[src/rtl/aes2_pkg.sv]
// Shared constants and types for the AES CTR sequencer.
package aes2_pkg;

  localparam int unsigned AES_BLK_W   = 128;
  localparam int unsigned TIMEOUT_DEF = 64;

  typedef enum logic [2:0] {
    ST_IDLE,
    ST_WAIT_IN,
    ST_START,
    ST_WAIT_ENG,
    ST_OUT
  } aes2_ctr_state_t;

endpackage

[src/rtl/aes2_ctr_seq_if.sv]
// Configuration, block stream, result stream and engine signals of the CTR sequencer.
interface aes2_ctr_seq_if;
  import aes2_pkg::*;

  logic                 cfg_valid;
  logic                 cfg_ready;
  logic [AES_BLK_W-1:0] cfg_key;
  logic [AES_BLK_W-1:0] cfg_iv;

  logic                 in_valid;
  logic                 in_ready;
  logic                 in_last;
  logic [AES_BLK_W-1:0] in_data;

  logic                 out_valid;
  logic                 out_ready;
  logic                 out_last;
  logic [AES_BLK_W-1:0] out_data;

  logic                 eng_start;
  logic [AES_BLK_W-1:0] eng_key;
  logic [AES_BLK_W-1:0] eng_text;
  logic                 eng_done;
  logic [AES_BLK_W-1:0] eng_out;

  // Sequencer side
  modport slave (
    input  cfg_valid, cfg_key, cfg_iv,
    output cfg_ready,
    input  in_valid, in_data, in_last,
    output in_ready,
    output out_valid, out_data, out_last,
    input  out_ready,
    output eng_start, eng_key, eng_text,
    input  eng_done, eng_out
  );

  // Initiator / engine side
  modport master (
    output cfg_valid, cfg_key, cfg_iv,
    input  cfg_ready,
    output in_valid, in_data, in_last,
    input  in_ready,
    input  out_valid, out_data, out_last,
    output out_ready,
    input  eng_start, eng_key, eng_text,
    output eng_done, eng_out
  );

endinterface

[src/rtl/aes2_ctr_inc.sv]
// Counter-block increment: low CTR_W bits wrap, upper bits pass through untouched.
module aes2_ctr_inc
  import aes2_pkg::*;
#(
  parameter int unsigned CTR_W = 32
) (
  input  logic [AES_BLK_W-1:0] ctr_in,
  output logic [AES_BLK_W-1:0] ctr_out
);

  // Full-width counter needs no pass-through slice
  if (CTR_W >= AES_BLK_W) begin : g_full
    assign ctr_out = ctr_in + AES_BLK_W'(1);
  end else begin : g_part
    assign ctr_out = {ctr_in[AES_BLK_W-1:CTR_W], ctr_in[CTR_W-1:0] + CTR_W'(1)};
  end

endmodule

[src/rtl/aes2_ctr_seq.sv]
// CTR-mode sequencer: feeds counter blocks to the AES engine and XORs the keystream with data.
module aes2_ctr_seq
  import aes2_pkg::*;
#(
  parameter int unsigned CTR_W   = 32,
  parameter int unsigned TIMEOUT = TIMEOUT_DEF
) (
  input  logic            clk,
  input  logic            rst,
  aes2_ctr_seq_if.slave   bus,
  output logic            busy,
  output logic            err,
  output logic [15:0]     blk_cnt
);

  localparam int unsigned TO_W = $clog2(TIMEOUT);

  aes2_ctr_state_t state, state_nxt;

  logic [AES_BLK_W-1:0] key_q, ctr_q, ctr_inc, data_q, out_data_q;
  logic                 last_q, out_last_q;
  logic                 cfg_ready_q, in_ready_q, out_valid_q, eng_start_q;
  logic [TO_W-1:0]      tcnt;
  logic                 ld_cfg, ld_in, ld_res, out_ack, to_err, to_hit;

  aes2_ctr_inc #(.CTR_W(CTR_W)) u_inc (
    .ctr_in  (ctr_q),
    .ctr_out (ctr_inc)
  );

  assign to_hit = (tcnt == TO_W'(TIMEOUT - 1));

  // State register
  always_ff @(posedge clk or negedge rst) begin
    if (!rst) state <= ST_IDLE;
    else      state <= state_nxt;
  end

  // Next-state and datapath strobes
  always_comb begin
    state_nxt = state;
    ld_cfg    = 1'b0;
    ld_in     = 1'b0;
    ld_res    = 1'b0;
    out_ack   = 1'b0;
    to_err    = 1'b0;
    case (state)
      ST_IDLE: if (bus.cfg_valid) begin
        ld_cfg    = 1'b1;
        state_nxt = ST_WAIT_IN;
      end
      ST_WAIT_IN: if (bus.in_valid) begin
        ld_in     = 1'b1;
        state_nxt = ST_START;
      end
      ST_START: state_nxt = ST_WAIT_ENG;
      ST_WAIT_ENG: begin
        if (bus.eng_done) begin
          ld_res    = 1'b1;
          state_nxt = ST_OUT;
        end else if (to_hit) begin
          to_err    = 1'b1;
          state_nxt = ST_IDLE;
        end
      end
      ST_OUT: if (bus.out_ready) begin
        out_ack   = 1'b1;
        state_nxt = out_last_q ? ST_IDLE : ST_WAIT_IN;
      end
      default: state_nxt = ST_IDLE;
    endcase
  end

  // Datapath, status and registered handshake outputs
  always_ff @(posedge clk or negedge rst) begin
    if (!rst) begin
      key_q       <= '0;
      ctr_q       <= '0;
      data_q      <= '0;
      last_q      <= 1'b0;
      out_data_q  <= '0;
      out_last_q  <= 1'b0;
      err         <= 1'b0;
      blk_cnt     <= '0;
      tcnt        <= '0;
      cfg_ready_q <= 1'b1;
      in_ready_q  <= 1'b0;
      out_valid_q <= 1'b0;
      eng_start_q <= 1'b0;
      busy        <= 1'b0;
    end else begin
      if (ld_cfg) begin
        key_q   <= bus.cfg_key;
        ctr_q   <= bus.cfg_iv;
        err     <= 1'b0;
        blk_cnt <= '0;
      end
      if (ld_in) begin
        data_q <= bus.in_data;
        last_q <= bus.in_last;
      end
      if (ld_res) begin
        out_data_q <= bus.eng_out ^ data_q;
        out_last_q <= last_q;
        ctr_q      <= ctr_inc;
      end
      if (to_err)  err     <= 1'b1;
      if (out_ack) blk_cnt <= blk_cnt + 16'd1;
      tcnt        <= (state == ST_WAIT_ENG) ? tcnt + TO_W'(1) : '0;
      cfg_ready_q <= (state_nxt == ST_IDLE);
      in_ready_q  <= (state_nxt == ST_WAIT_IN);
      out_valid_q <= (state_nxt == ST_OUT);
      eng_start_q <= (state_nxt == ST_START);
      busy        <= (state_nxt != ST_IDLE);
    end
  end

  assign bus.cfg_ready = cfg_ready_q;
  assign bus.in_ready  = in_ready_q;
  assign bus.out_valid = out_valid_q;
  assign bus.out_data  = out_data_q;
  assign bus.out_last  = out_last_q;
  assign bus.eng_start = eng_start_q;
  assign bus.eng_key   = key_q;
  assign bus.eng_text  = ctr_q;

endmodule

[src/flat_wrapper.sv]
// flat-port wrapper written by rule: the top's interface ports become plain ports
module aes2_ctr_seq_flat import aes2_pkg::*;
#(
  parameter int unsigned CTR_W   = 32,
  parameter int unsigned TIMEOUT = TIMEOUT_DEF
)
  (clk, rst, busy, err, blk_cnt, bus_cfg_valid, bus_cfg_key, bus_cfg_iv, bus_cfg_ready, bus_in_valid, bus_in_data, bus_in_last, bus_in_ready, bus_out_valid, bus_out_data, bus_out_last, bus_out_ready, bus_eng_start, bus_eng_key, bus_eng_text, bus_eng_done, bus_eng_out);
  aes2_ctr_seq_if bus_i ();
  input  logic clk;
  input  logic rst;
  output logic busy;
  output logic err;
  output logic [15:0] blk_cnt;
  input wire logic [$bits(bus_i.cfg_valid)-1:0] bus_cfg_valid;
  input wire logic [$bits(bus_i.cfg_key)-1:0] bus_cfg_key;
  input wire logic [$bits(bus_i.cfg_iv)-1:0] bus_cfg_iv;
  output wire logic [$bits(bus_i.cfg_ready)-1:0] bus_cfg_ready;
  input wire logic [$bits(bus_i.in_valid)-1:0] bus_in_valid;
  input wire logic [$bits(bus_i.in_data)-1:0] bus_in_data;
  input wire logic [$bits(bus_i.in_last)-1:0] bus_in_last;
  output wire logic [$bits(bus_i.in_ready)-1:0] bus_in_ready;
  output wire logic [$bits(bus_i.out_valid)-1:0] bus_out_valid;
  output wire logic [$bits(bus_i.out_data)-1:0] bus_out_data;
  output wire logic [$bits(bus_i.out_last)-1:0] bus_out_last;
  input wire logic [$bits(bus_i.out_ready)-1:0] bus_out_ready;
  output wire logic [$bits(bus_i.eng_start)-1:0] bus_eng_start;
  output wire logic [$bits(bus_i.eng_key)-1:0] bus_eng_key;
  output wire logic [$bits(bus_i.eng_text)-1:0] bus_eng_text;
  input wire logic [$bits(bus_i.eng_done)-1:0] bus_eng_done;
  input wire logic [$bits(bus_i.eng_out)-1:0] bus_eng_out;
  assign bus_i.cfg_valid = bus_cfg_valid;
  assign bus_i.cfg_key = bus_cfg_key;
  assign bus_i.cfg_iv = bus_cfg_iv;
  assign bus_cfg_ready = bus_i.cfg_ready;
  assign bus_i.in_valid = bus_in_valid;
  assign bus_i.in_data = bus_in_data;
  assign bus_i.in_last = bus_in_last;
  assign bus_in_ready = bus_i.in_ready;
  assign bus_out_valid = bus_i.out_valid;
  assign bus_out_data = bus_i.out_data;
  assign bus_out_last = bus_i.out_last;
  assign bus_i.out_ready = bus_out_ready;
  assign bus_eng_start = bus_i.eng_start;
  assign bus_eng_key = bus_i.eng_key;
  assign bus_eng_text = bus_i.eng_text;
  assign bus_i.eng_done = bus_eng_done;
  assign bus_i.eng_out = bus_eng_out;
  aes2_ctr_seq #(.CTR_W(CTR_W), .TIMEOUT(TIMEOUT)) u_core (.clk(clk), .rst(rst), .bus(bus_i), .busy(busy), .err(err), .blk_cnt(blk_cnt));
endmodule
[config.mk]
export PLATFORM = sky130hd
export DESIGN_NAME = aes2_ctr_seq_flat
export DESIGN_NICKNAME = d
export VERILOG_FILES = /design/src/rtl/aes2_pkg.sv /design/src/rtl/aes2_ctr_seq_if.sv /design/src/rtl/aes2_ctr_inc.sv /design/src/rtl/aes2_ctr_seq.sv /design/src/flat_wrapper.sv
export SDC_FILE = /design/constraint.sdc
export NUM_CORES = 1
export LEC_CHECK = 0
export ABC_AREA = 1
export BUFFER_PORTS_ARGS = -buffer_cell sky130_fd_sc_hd__buf_2
export CAP_MARGIN = 10
export CORE_AREA = 5 5 358 360
export DETAILED_ROUTE_END_ITERATION = 12
export DIE_AREA = 0 0 363 365
export PLACE_DENSITY_LB_ADDON = 0.12
export RECOVER_POWER = 100
export SYNTH_ARGS = -nofsm -noshare
export SYNTH_HDL_FRONTEND = slang
export SYNTH_SLANG_ARGS = --single-unit
[constraint.sdc]
create_clock -name clk -period 2 [get_ports clk]
set_input_delay 0.4 -clock clk [delete_from_list [all_inputs] [get_ports clk]]
set_output_delay 0.4 -clock clk [all_outputs]
set_load 0.02 [all_outputs]
==> metrics.csv <==
stage,metric,value,unit
sta,Final Max Slew Viols,0,
synthesis,post-synthesis async set-or-reset flop share,1.00,
synthesis,most common cell in the synthesized netlist,nand2_1,
route,drc violations,0,
grt,grt ovf,0,
synthesis,Mapped Area,22900,um^2
cells_and_area,fin cells,5746,
worst_setup_path,r2r setup slk,0.19,ns
worst_setup_path,CP max-delay cell,dfrtp_1,
job,max-cap viol count,0,
status,status,finished clean,
die,Starting Density,0.183,
hold_path,worst hold endpoint,u_core.bus.eng_text[15]$_DFFE_PN0P_,
cells_and_area,flip-flop and latch area,13600,um^2
die,Die W,363,um
synthesis,syn_area_per_cell,8.64,um^2
worst_setup_path,"critical path, cell by cell",clkbuf_1,
sta,Tmin final,1.84,ns
grt,GRT Total Usage,0.150,
clocking,CTS max path bufs,3,
die,Die Y,365,um
synthesis,ranking of synthesized cells by area,"dfrtp_1 60%, nand2_1 24%, xnor2_1 4.9%",
worst_setup_path,Reg2Reg Depth,11,
grt,number of global-route vias before repair,23200,
sta,slew margin rel.,0.252,
worst_setup_path,"Data arrival, critical path",1.44,ns
die,Core ar.,125000,um^2
sta,setup slack after layout,0.162,ns
cells_and_area,Final #Nets,4543,
clocking,htree depth,3,
synthesis,syn nets,3168,
placed_design,setup slack at placement,0.218,ns
clocking,Post-CTS Setup Bufs,0,
power,PwrDens,1470,nW/um^2
sta,crit share post-route,0.919,
worst_setup_path,worst reg2reg startpoint,u_core.bus.eng_text[0]$_DFFE_PN0P_,
die,IO Pins,926,
route,Via density,3.85,
sta,clock skew,0.0333,ns
power,internal power,29.5,mW
sta,Worst-Margin Slew,1.12,ns
clocking,CTS Buf Count,71,
grt,first-pass GRT wire length,151000,um
power,Comb pwr share,0.396,
worst_setup_path,reg-to-reg endpoint,u_core.bus.eng_text[24]$_DFFE_PN0P_,
worst_setup_path,CP max stage delay,0.42,ns
power,Reg power frac,0.370,
synthesis,most frequent cells after synthesis,"1441 x nand2_1, 544 x dfrtp_1, 129 x xnor2_1",
synthesis,post-synthesis cell count,2646,
clocking,Clock Latency Late Sink,0.63,ns
worst_setup_path,largest fanout on the critical path,5,
worst_setup_path,Crit path max-delay family,flip-flops,
synthesis,number of flops mapped to enable cells by yosys,0,
power,Net Sw Frac,0.436,
route,routed wire length,104000,um
worst_setup_path,WP data required,1.60,ns
clocking,Clock Pin Slew Worst Setup and Hold Paths,0.06,ns
synthesis,post-synth top area cell,dfrtp_1,
route,drt pass-1 iters,6,
synthesis,Synth Flop Type,dfrtp_1,
route,"antenna viol nets, final",0,
synthesis,register area share after synthesis,0.597,
cells_and_area,fraction of final layout cells with drive strength greater than 1,0.176,
cells_and_area,design area,35500,um^2
placed_design,gpl congestion,0.810,
cells_and_area,Layout fillers,13900,
synthesis,Synth top area share,0.596,
sta,final setup TNS,0,ns
power,Leak,17.4,nW
die,# rows,130,
worst_setup_path,"Buf+Inv Stages, Crit Path",1,
sta,Fin Hold WS,0.0781,ns
worst_setup_path,WS Path Type,reg2out,
placed_design,port buffer count,925,
clocking,CTS tree,yes,
die,DIE AREA,132000,um^2
grt,largest net degree at the start of global routing,74,
placed_design,post-DP HPWL,79300,um
worst_setup_path,Setup crit start kind,flip-flop,
hold_path,Hold Startpoint,bus_cfg_iv[15],
sta,Fmax achieved,544,MHz
sta,Final Hold Vio Count,0,
placed_design,placed inst area,29900,um^2
synthesis,Yosys Warn Count,0,
route,DRT iter0 DRCs,1088,
hold_path,Cells on Worst Hold Path,5,
cells_and_area,Multi-input gate area,8270,um^2
clocking,clock sinks,545,
synthesis,Synth cell types,37,
power,maximum VDD drop,0.000646,V
worst_setup_path,Setup crit end kind,primary output,
power,sw power,22.8,mW
route,routed len/inst,18.1,um
grt,initial antenna violation count,45,
sta,RSZ-0062 raised after global routing,false,
power,clock group share of total power,0.234,
hold_path,Hold Path Class,in2reg,
synthesis,Synth Register Bits,545,
placed_design,placed cells,5188,
cells_and_area,area grow syn2layout,55.3,%
route,via count,22100,
clocking,Root Driver,clkbuf_16,
sta,setup violators final,0,
## cell type report
type | instances | share of cell area
Timing Repair Buffer | 1418 | 0.253
Multi-Input combinational cell | 1908 | 0.233
Clock inverter | 19 | 0.00472
Sequential cell | 545 | 0.384
Clock buffer | 103 | 0.0568
Antenna cell | 26 | 0.00183
Tap cell | 1650 | 0.0582
Inverter | 77 | 0.00864
## cell families after synthesis
logic type               count (synthesis)  synth area share
adder cells (fa/ha/maj)                  3           0.00164
buffers and inverters                  193            0.0417
AND/OR/NAND/NOR                       1591             0.268
AO/OA/AOI/OAI                          181            0.0412
flip-flops                             545             0.597
XOR/XNOR                               133            0.0510
## repair_timing
| action | CTS | global route |
|---|---|---|
| hold endpoints to repair | 462 | 0 |
| hold buffers | 410 | 0 |
| resized for setup | 0 | 0 |
## tightest hold or removal path, stage by stage
cell	delay, ns
buf_2	0.08
nand2_1	0.04
nand2_1	0.05
inv_1	0.03
nand2_1	0.05
## metal layers
| layer | up-vias | track usage | part of all wire |
|---|---|---|---|
| met5 | - | 0 | 0.0018 |
| met4 | 26 | 0.0568 | 0.037 |
| met3 | 199 | 0.0550 | 0.088 |
| met2 | 783 | 0.242 | 0.45 |
| met1 | 10100 | 0.184 | 0.42 |
| li1 | 11000 | - | - |
## sequential cells by signal (all words and copies together), names as in the netlist
register / count
u_core.bus.eng_key: 128
u_core.bus.eng_text: 128
u_core.bus.out_data: 128
u_core.data_q: 128
u_core.blk_cnt: 16
u_core.tcnt: 6
u_core.state: 3
u_core.bus.cfg_ready: 1
u_core.bus.eng_start: 1
u_core.bus.in_ready: 1
u_core.bus.out_last: 1
u_core.bus.out_valid: 1
u_core.busy: 1
u_core.err: 1
u_core.last_q: 1
## power by group through the flow
stage	clock, mW	sequential, mW	combinational (mW)
after floorplan	0	23.3	8.37
after global placement	0	19.4	21.9
after detailed placement	0	19.4	21.9
after CTS	12.9	19.3	22.6
after global routing	13.3	20.0	23.1
final	12.3	19.4	20.7
## cell usage in the layout, fill, tap and decap left out, types with 7 or more instances in the layout
cell type         n
dfrtp_1         544
o21ai_1          16
xnor2_1         129
clkbuf_2         35
buf_12           15
clkbuf_16        71
nand2_1        1441
inv_1            73
clkbuf_1        426
clkbuf_4          7
a21oi_1           7
nor2_1           79
nor3_1            9
o21ai_0         143
buf_4            19
diode_2          26
nand3_1          46
buf_2           520
dlygate4sd3_1   410
clkinv_2         10
clkbuf_8         12
## through the flow
| stage | utilization | power [mW] |
|---|---|---|
| after floorplan | - | 31.7 |
| after global placement | 0.240 | 41.2 |
| after detailed placement | 0.240 | 41.2 |
| after CTS | 0.290 | 54.8 |
| after global routing | 0.284 | 56.3 |
| final | 0.285 | 52.4 |
## how the worst max path moves through the flow
stage	from	end	slack, ns	cells past startpoint
floorplan	u_core.bus.eng_text[1]$_DFFE_PN0P_	u_core.bus.eng_text[12]$_DFFE_PN0P_	0.33	8
global placement	u_core.state[0]$_DFF_PN0_	u_core.bus.eng_text[19]$_DFFE_PN0P_	0.21	8
detailed placement	u_core.state[0]$_DFF_PN0_	u_core.bus.eng_text[13]$_DFFE_PN0P_	0.22	9
CTS	u_core.bus.eng_text[7]$_DFFE_PN0P_	bus_eng_text[7]	0.11	1
global route	u_core.state[0]$_DFF_PN0_	u_core.bus.eng_key[67]$_DFFE_PN0P_	0.02	6
finish	u_core.bus.eng_text[17]$_DFFE_PN0P_	bus_eng_text[17]	0.16	1
(Power assumes the default switching activity.)
